### config.mk
export PLATFORM = sky130hd
export DESIGN_NAME = main_fsm_flat
export DESIGN_NICKNAME = d
export VERILOG_FILES = /design/src/rtl/main_fsm_if.sv /design/src/rtl/main_fsm.sv /design/src/flat_wrapper.sv
export SDC_FILE = /design/constraint.sdc
export NUM_CORES = 1
export LEC_CHECK = 0
export BUFFER_PORTS_ARGS = -buffer_cell sky130_fd_sc_hd__buf_4
export CAP_MARGIN = 20
export CORE_MARGIN = 8
export CORE_UTILIZATION = 39
export CTS_BUF_LIST = sky130_fd_sc_hd__clkbuf_4 sky130_fd_sc_hd__clkbuf_8 sky130_fd_sc_hd__clkbuf_16
export DETAILED_ROUTE_END_ITERATION = 8
export HOLD_SLACK_MARGIN = 0.03
export PLACE_DENSITY = 0.73
export SETUP_SLACK_MARGIN = 0.15
export SYNTH_ARGS = -nofsm -noshare
export SYNTH_HDL_FRONTEND = slang
export SYNTH_SLANG_ARGS = --single-unit
### constraint.sdc
create_clock -name clk -period 1.18 [get_ports clk]
set_clock_uncertainty 0.1 [all_clocks]
set_input_delay 0.059 -clock clk [delete_from_list [all_inputs] [get_ports clk]]
set_output_delay 0.059 -clock clk [all_outputs]
set_load 0.005 [all_outputs]
### src/rtl/main_fsm_if.sv
// -----------------------------------------------------------------------------
// main_fsm_if
// Groups the opcode input and all control outputs of the multicycle main
// control FSM.
//   op        : 7-bit opcode from the instruction register (datapath -> FSM)
//   PCUpdate, Branch, RegWrite, MemWrite, IRWrite, AdrSrc : 1-bit enables/selects
//   ResultSrc, ALUSrcA, ALUSrcB, ALUOp : 2-bit mux selects (FSM -> datapath)
//   illegal   : unsupported opcode seen in DECODE
//   state     : current state encoding, for debug
// Modports:
//   master : datapath side (drives op, observes controls)
//   slave  : FSM side (observes op, drives controls)
// -----------------------------------------------------------------------------
interface main_fsm_if;
   logic [6:0] op;
   logic       PCUpdate;
   logic       Branch;
   logic       RegWrite;
   logic       MemWrite;
   logic       IRWrite;
   logic       AdrSrc;
   logic [1:0] ResultSrc;
   logic [1:0] ALUSrcA;
   logic [1:0] ALUSrcB;
   logic [1:0] ALUOp;
   logic       illegal;
   logic [3:0] state;

   modport master (
      output op,
      input  PCUpdate, Branch, RegWrite, MemWrite, IRWrite, AdrSrc,
      input  ResultSrc, ALUSrcA, ALUSrcB, ALUOp, illegal, state
   );

   modport slave (
      input  op,
      output PCUpdate, Branch, RegWrite, MemWrite, IRWrite, AdrSrc,
      output ResultSrc, ALUSrcA, ALUSrcB, ALUOp, illegal, state
   );
endinterface

### src/rtl/main_fsm.sv
// -----------------------------------------------------------------------------
// main_fsm
// Main control FSM of a multicycle RISC-V style processor (lw, sw, R-type,
// I-ALU, beq, jal). Moore machine: every control output is decoded from the
// registered state only; "illegal" additionally looks at op during DECODE.
// Ports:
//   clk     : clock, state advances on the rising edge
//   reset_n : asynchronous active-low reset, forces FETCH immediately
//   bus     : main_fsm_if.slave (op in; control outputs, illegal, state out)
// -----------------------------------------------------------------------------
module main_fsm (
   input  logic       clk,
   input  logic       reset_n,
   main_fsm_if.slave  bus
);

   typedef enum logic [3:0] {
      ST_FETCH    = 4'd0,
      ST_DECODE   = 4'd1,
      ST_MEMADR   = 4'd2,
      ST_MEMREAD  = 4'd3,
      ST_MEMWB    = 4'd4,
      ST_MEMWRITE = 4'd5,
      ST_EXECUTER = 4'd6,
      ST_ALUWB    = 4'd7,
      ST_EXECUTEI = 4'd8,
      ST_JAL      = 4'd9,
      ST_BEQ      = 4'd10
   } state_t;

   localparam logic [6:0] OP_LW  = 7'b0000011;
   localparam logic [6:0] OP_SW  = 7'b0100011;
   localparam logic [6:0] OP_R   = 7'b0110011;
   localparam logic [6:0] OP_I   = 7'b0010011;
   localparam logic [6:0] OP_BEQ = 7'b1100011;
   localparam logic [6:0] OP_JAL = 7'b1101111;

   // Held as plain 4 bits so the unused codes 11..15 are representable and
   // recover through the default branch below.
   logic [3:0] r_state;
   state_t     w_next;

   logic       w_pcupdate;
   logic       w_branch;
   logic       w_regwrite;
   logic       w_memwrite;
   logic       w_irwrite;
   logic       w_adrsrc;
   logic [1:0] w_resultsrc;
   logic [1:0] w_alusrca;
   logic [1:0] w_alusrcb;
   logic [1:0] w_aluop;
   logic       w_illegal;

   // State register
   always_ff @(posedge clk or negedge reset_n) begin
      if (!reset_n) r_state <= ST_FETCH;
      else          r_state <= w_next;
   end

   // Next state and Moore outputs
   always_comb begin
      w_next      = ST_FETCH;
      w_pcupdate  = 1'b0;
      w_branch    = 1'b0;
      w_regwrite  = 1'b0;
      w_memwrite  = 1'b0;
      w_irwrite   = 1'b0;
      w_adrsrc    = 1'b0;
      w_resultsrc = 2'b00;
      w_alusrca   = 2'b00;
      w_alusrcb   = 2'b00;
      w_aluop     = 2'b00;
      w_illegal   = 1'b0;

      case (r_state)
         ST_FETCH: begin
            w_next      = ST_DECODE;
            w_irwrite   = 1'b1;
            w_pcupdate  = 1'b1;
            w_alusrcb   = 2'b10;
            w_resultsrc = 2'b10;
         end
         ST_DECODE: begin
            // ALU precomputes the branch target PC + imm while op is decoded
            w_alusrca = 2'b01;
            w_alusrcb = 2'b01;
            case (bus.op)
               OP_LW, OP_SW: w_next = ST_MEMADR;
               OP_R:         w_next = ST_EXECUTER;
               OP_I:         w_next = ST_EXECUTEI;
               OP_JAL:       w_next = ST_JAL;
               OP_BEQ:       w_next = ST_BEQ;
               default: begin
                  w_next    = ST_FETCH;
                  w_illegal = 1'b1;
               end
            endcase
         end
         ST_MEMADR: begin
            w_alusrca = 2'b10;
            w_alusrcb = 2'b01;
            // op should still be lw/sw; anything else abandons the access
            if (bus.op == OP_LW)      w_next = ST_MEMREAD;
            else if (bus.op == OP_SW) w_next = ST_MEMWRITE;
            else                      w_next = ST_FETCH;
         end
         ST_MEMREAD: begin
            w_next   = ST_MEMWB;
            w_adrsrc = 1'b1;
         end
         ST_MEMWB: begin
            w_next      = ST_FETCH;
            w_resultsrc = 2'b01;
            w_regwrite  = 1'b1;
         end
         ST_MEMWRITE: begin
            w_next     = ST_FETCH;
            w_adrsrc   = 1'b1;
            w_memwrite = 1'b1;
         end
         ST_EXECUTER: begin
            w_next    = ST_ALUWB;
            w_alusrca = 2'b10;
            w_aluop   = 2'b10;
         end
         ST_ALUWB: begin
            w_next     = ST_FETCH;
            w_regwrite = 1'b1;
         end
         ST_EXECUTEI: begin
            w_next    = ST_ALUWB;
            w_alusrca = 2'b10;
            w_alusrcb = 2'b01;
            w_aluop   = 2'b10;
         end
         ST_JAL: begin
            // PC <= target precomputed in DECODE; ALU forms PC+4 for rd
            w_next     = ST_ALUWB;
            w_alusrca  = 2'b01;
            w_alusrcb  = 2'b10;
            w_pcupdate = 1'b1;
         end
         ST_BEQ: begin
            w_next    = ST_FETCH;
            w_alusrca = 2'b10;
            w_aluop   = 2'b01;
            w_branch  = 1'b1;
         end
         default: begin
            w_next = ST_FETCH;
         end
      endcase
   end

   // The state register already sits in FETCH while reset is low; gating
   // the enables keeps FETCH's IRWrite/PCUpdate from firing during reset.
   assign bus.PCUpdate  = w_pcupdate & reset_n;
   assign bus.Branch    = w_branch   & reset_n;
   assign bus.RegWrite  = w_regwrite & reset_n;
   assign bus.MemWrite  = w_memwrite & reset_n;
   assign bus.IRWrite   = w_irwrite  & reset_n;
   assign bus.illegal   = w_illegal  & reset_n;
   assign bus.AdrSrc    = w_adrsrc;
   assign bus.ResultSrc = w_resultsrc;
   assign bus.ALUSrcA   = w_alusrca;
   assign bus.ALUSrcB   = w_alusrcb;
   assign bus.ALUOp     = w_aluop;
   assign bus.state     = r_state;

endmodule
### src/flat_wrapper.sv
// flat-port wrapper written by rule: the top's interface ports become plain ports
module main_fsm_flat 
  (clk, reset_n, bus_op, bus_PCUpdate, bus_Branch, bus_RegWrite, bus_MemWrite, bus_IRWrite, bus_AdrSrc, bus_ResultSrc, bus_ALUSrcA, bus_ALUSrcB, bus_ALUOp, bus_illegal, bus_state);
  main_fsm_if bus_i ();
  input  logic clk;
  input  logic reset_n;
  input wire logic [$bits(bus_i.op)-1:0] bus_op;
  output wire logic [$bits(bus_i.PCUpdate)-1:0] bus_PCUpdate;
  output wire logic [$bits(bus_i.Branch)-1:0] bus_Branch;
  output wire logic [$bits(bus_i.RegWrite)-1:0] bus_RegWrite;
  output wire logic [$bits(bus_i.MemWrite)-1:0] bus_MemWrite;
  output wire logic [$bits(bus_i.IRWrite)-1:0] bus_IRWrite;
  output wire logic [$bits(bus_i.AdrSrc)-1:0] bus_AdrSrc;
  output wire logic [$bits(bus_i.ResultSrc)-1:0] bus_ResultSrc;
  output wire logic [$bits(bus_i.ALUSrcA)-1:0] bus_ALUSrcA;
  output wire logic [$bits(bus_i.ALUSrcB)-1:0] bus_ALUSrcB;
  output wire logic [$bits(bus_i.ALUOp)-1:0] bus_ALUOp;
  output wire logic [$bits(bus_i.illegal)-1:0] bus_illegal;
  output wire logic [$bits(bus_i.state)-1:0] bus_state;
  assign bus_i.op = bus_op;
  assign bus_PCUpdate = bus_i.PCUpdate;
  assign bus_Branch = bus_i.Branch;
  assign bus_RegWrite = bus_i.RegWrite;
  assign bus_MemWrite = bus_i.MemWrite;
  assign bus_IRWrite = bus_i.IRWrite;
  assign bus_AdrSrc = bus_i.AdrSrc;
  assign bus_ResultSrc = bus_i.ResultSrc;
  assign bus_ALUSrcA = bus_i.ALUSrcA;
  assign bus_ALUSrcB = bus_i.ALUSrcB;
  assign bus_ALUOp = bus_i.ALUOp;
  assign bus_illegal = bus_i.illegal;
  assign bus_state = bus_i.state;
  main_fsm u_core (.clk(clk), .reset_n(reset_n), .bus(bus_i));
endmodule
==> out/metrics.yaml <==
status:
  outcome: "complete, but fails checks"
  violations: "negative setup slack"
logic_synthesis:
  synthDistinctLibCells: 37
  postSynth.asyncResetShare_pct: 100.0
  synth_edf_count: 0
  mappedNetlistArea_um2: 540.5
  dominantRegCellSynth: "sky130_fd_sc_hd__dfrtp_1"
  synthDominantCellAreaShare_pct: 18.52
  avgSynthCellArea_um2: 7.949
  ys.warnings.count: 0
  synth_cells: 68
  ys_seq_elements: 4
  post_syn_nets: 77
  synth_area_leader_cell: "sky130_fd_sc_hd__dfrtp_1"
  leading_cell_types_by_total_area_after_synthesis: "sky130_fd_sc_hd__dfrtp_1, sky130_fd_sc_hd__nor2_1, sky130_fd_sc_hd__xor2_1"
  yosysSeqAreaShare_pct: 18.52
job:
  maxCapViolCount: 0
critical_path:
  setup.worst_path.end_class: "output pin"
  arrival_ns: 1.37
  cp_max_fo: 7
  r2r.worst_path.cells: 5
  crit_type: "reg2out"
  timing.critical_path.required_ns: 1.02
  cp-start-kind: "flop"
placed_design:
  number_of_port_buffers: 27
  finalWeightedCongestion: 0.7926
  placed_cells: 121
  placedInstanceArea_um2: 864.6
  hpwl_after_detailed_placement_um: 1485
worst_hold_path:
  hold_path_class: "in2reg"
  hold_path_depth: 3
routing:
  drtPass1Iterations: 4
  route.vias.total: 758
  ant_nets: 0
  wirelength_um: 2338
  drc: 0
  routed_wire_length_per_instance_um: 16.94
  detail_route.iter0.violations: 14
  vias_per_cell: 5.493
die:
  initial_core_utilization_pct: 41.54
  number_of_core_rows: 13
  die_y_um: 53.23
  area_of_the_die_um2: 2833
  ios: 28
  fp.coreArea_um2: 1301
  chipWidth_um: 53.23
timing:
  period_needed_ns: 1.532
  setup_violations: 19
  tightestPinTransition_ns: 0.2298
  setup_slack_ns: -0.3516
  fin_setup_tns_ns: -5.206
  max_slew_margin_pct: 84.65
  finalCritPeriodShare_pct: 129.8
  fmaxAchievable_mhz: 652.9
  slew_violations: 0
  grt_setup_unrepaired: "yes"
  hold_viol_final: 0
finish:
  flow.area_growth_from_synthesis_pct: 103.2
  final_cell_count_no_fill: 138
  insertedDiodeCount: 0
  nNetsFinal: 134
  max_reg_flops: 4
  drive_gt1_share_pct: 67.48
  final_design_area_no_fill_um2: 1099
grt:
  total_routing_usage_reported_by_global_routing_pct: 14.89
  wire_length_of_the_first_global_routing_pass_um: 3132
  globalRoute.totalOverflow: 0
  antenna_found_initial: 0
  grt_pass1_vias: 728
  largest_net_degree_at_the_start_of_global_routing: 8
clocking:
  clock-root-buffer: "sky130_fd_sc_hd__clkbuf_4"
  clock_insertion_delay_worst_skew_ns: 0.25
  cts_tree: "done"
  clock_sink_count: 4
  cts-root-to-sink-buffers: 2
  clk_pin_slew_ns: 0.05
  ctsHtreeMaxLevel: 1
  cts_made_buffers: 3
power_and_ir_drop:
  power_leakage_uw: 0.0005307
  power_density_nw_per_um2: 1272
  peak_supply_drop_mv: 1.217
  power_after_layout_uw: 1398
[cells by family after synthesis]
group	after synthesis	share of synthesized area [%]
AOI/OAI and AO/OA	9	12.04
xor gates and xnor gates	5	8.103
buffers and inverters	6	7.639
DFF	4	18.52
muxes	1	1.852
and+or+nand+nor	43	51.85
[metrics by stage]
step                util [%]  setup slack, ns  hold slack (ns)
finish                 84.42          -0.3516          0.04661
global route           84.42          -0.4256          0.05988
CTS                    76.73          -0.3238          0.03151
detailed placement     66.44          -0.1421          -0.2225
global placement       66.44          -0.1173          -0.2242
floorplan                  -         -0.01477          -0.3366
[area by class of cell]
class                   instances  area, um2
multi-input cells              58      478.0
repair buffers                 56      466.7
inverters                       2      7.507
well taps                      15      18.77
fillers                        85      202.7
clock buffers                   3      22.52
flip-flops and latches          4      105.1
[metal layers]
layer	part of all wire, %	vias to the layer above	track usage (%)	wire [um]
met5	0	-	0	0
met1	37	349	13.92	856
met3	9.5	8	7.003	223
met2	51	41	25.98	1186
li1	-	360	-	-
met4	3.0	0	8.403	71
[power breakdown]
group | switching [uW] | leakage, uW | internal [uW] | total, uW
registers | 33.2 | 0.0000476 | 164 | 198
clock network | 72.3 | 0.0000138 | 115 | 187
logic | 434 | 0.000469 | 579 | 1010
[worst paths after layout]
check	from	endpoint	slack [ns]
max	u_core.bus.state[1]	bus_ALUSrcB[0]	-0.35
min	bus_op[4]	u_core.bus.state[3]	0.05
max reg2reg	u_core.bus.state[3]	u_core.bus.state[2]	-0.32
min reg2reg	u_core.bus.state[0]	u_core.bus.state[0]	0.70
max in group asynchronous	reset_n	u_core.bus.state[2]	0.63
min in group asynchronous	reset_n	u_core.bus.state[1]	0.13
[synthesized netlist by cell type (all sizes together), types with 2 or more instances]
cell / number
and2: 3
and3: 2
buf: 4
dfrtp: 4
inv: 2
nand2: 6
nand3: 4
nand4: 4
nor2: 8
nor2b: 2
nor3: 2
nor3b: 3
o21ai: 2
xnor2: 2
xor2: 3
[repair_timing]
item,CTS,global route
pin swaps,7,9
hold endpoints to repair,4,1
gates resized for setup,15,13
hold buffers,1,1
setup buffers,7,5
setup endpoints to repair,22,23
[critical path, stage by stage, from the launching register on]
cell,delay [ns]
sky130_fd_sc_hd__dfrtp_2,0.48
sky130_fd_sc_hd__buf_6,0.16
sky130_fd_sc_hd__xor2_1,0.15
sky130_fd_sc_hd__mux2i_1,0.14
sky130_fd_sc_hd__nor2_1,0.06
sky130_fd_sc_hd__buf_4,0.13
[layout by cell type (no fill, tap or decap), types with 2 or more instances in the layout]
cell	count
sky130_fd_sc_hd__buf_6	11
sky130_fd_sc_hd__nand4_1	4
sky130_fd_sc_hd__nor3b_2	2
sky130_fd_sc_hd__dfrtp_2	4
sky130_fd_sc_hd__and2_1	3
sky130_fd_sc_hd__nand2_2	3
sky130_fd_sc_hd__clkbuf_4	3
sky130_fd_sc_hd__xor2_1	3
sky130_fd_sc_hd__nor2_2	2
sky130_fd_sc_hd__and3_1	2
sky130_fd_sc_hd__nand2_1	3
sky130_fd_sc_hd__nor3_2	2
sky130_fd_sc_hd__buf_4	43
sky130_fd_sc_hd__dlygate4sd3_1	2
sky130_fd_sc_hd__nand3_1	4
sky130_fd_sc_hd__nor2b_1	2
sky130_fd_sc_hd__nor2_1	5
Note: power is estimated with default switching activity, not from simulation.
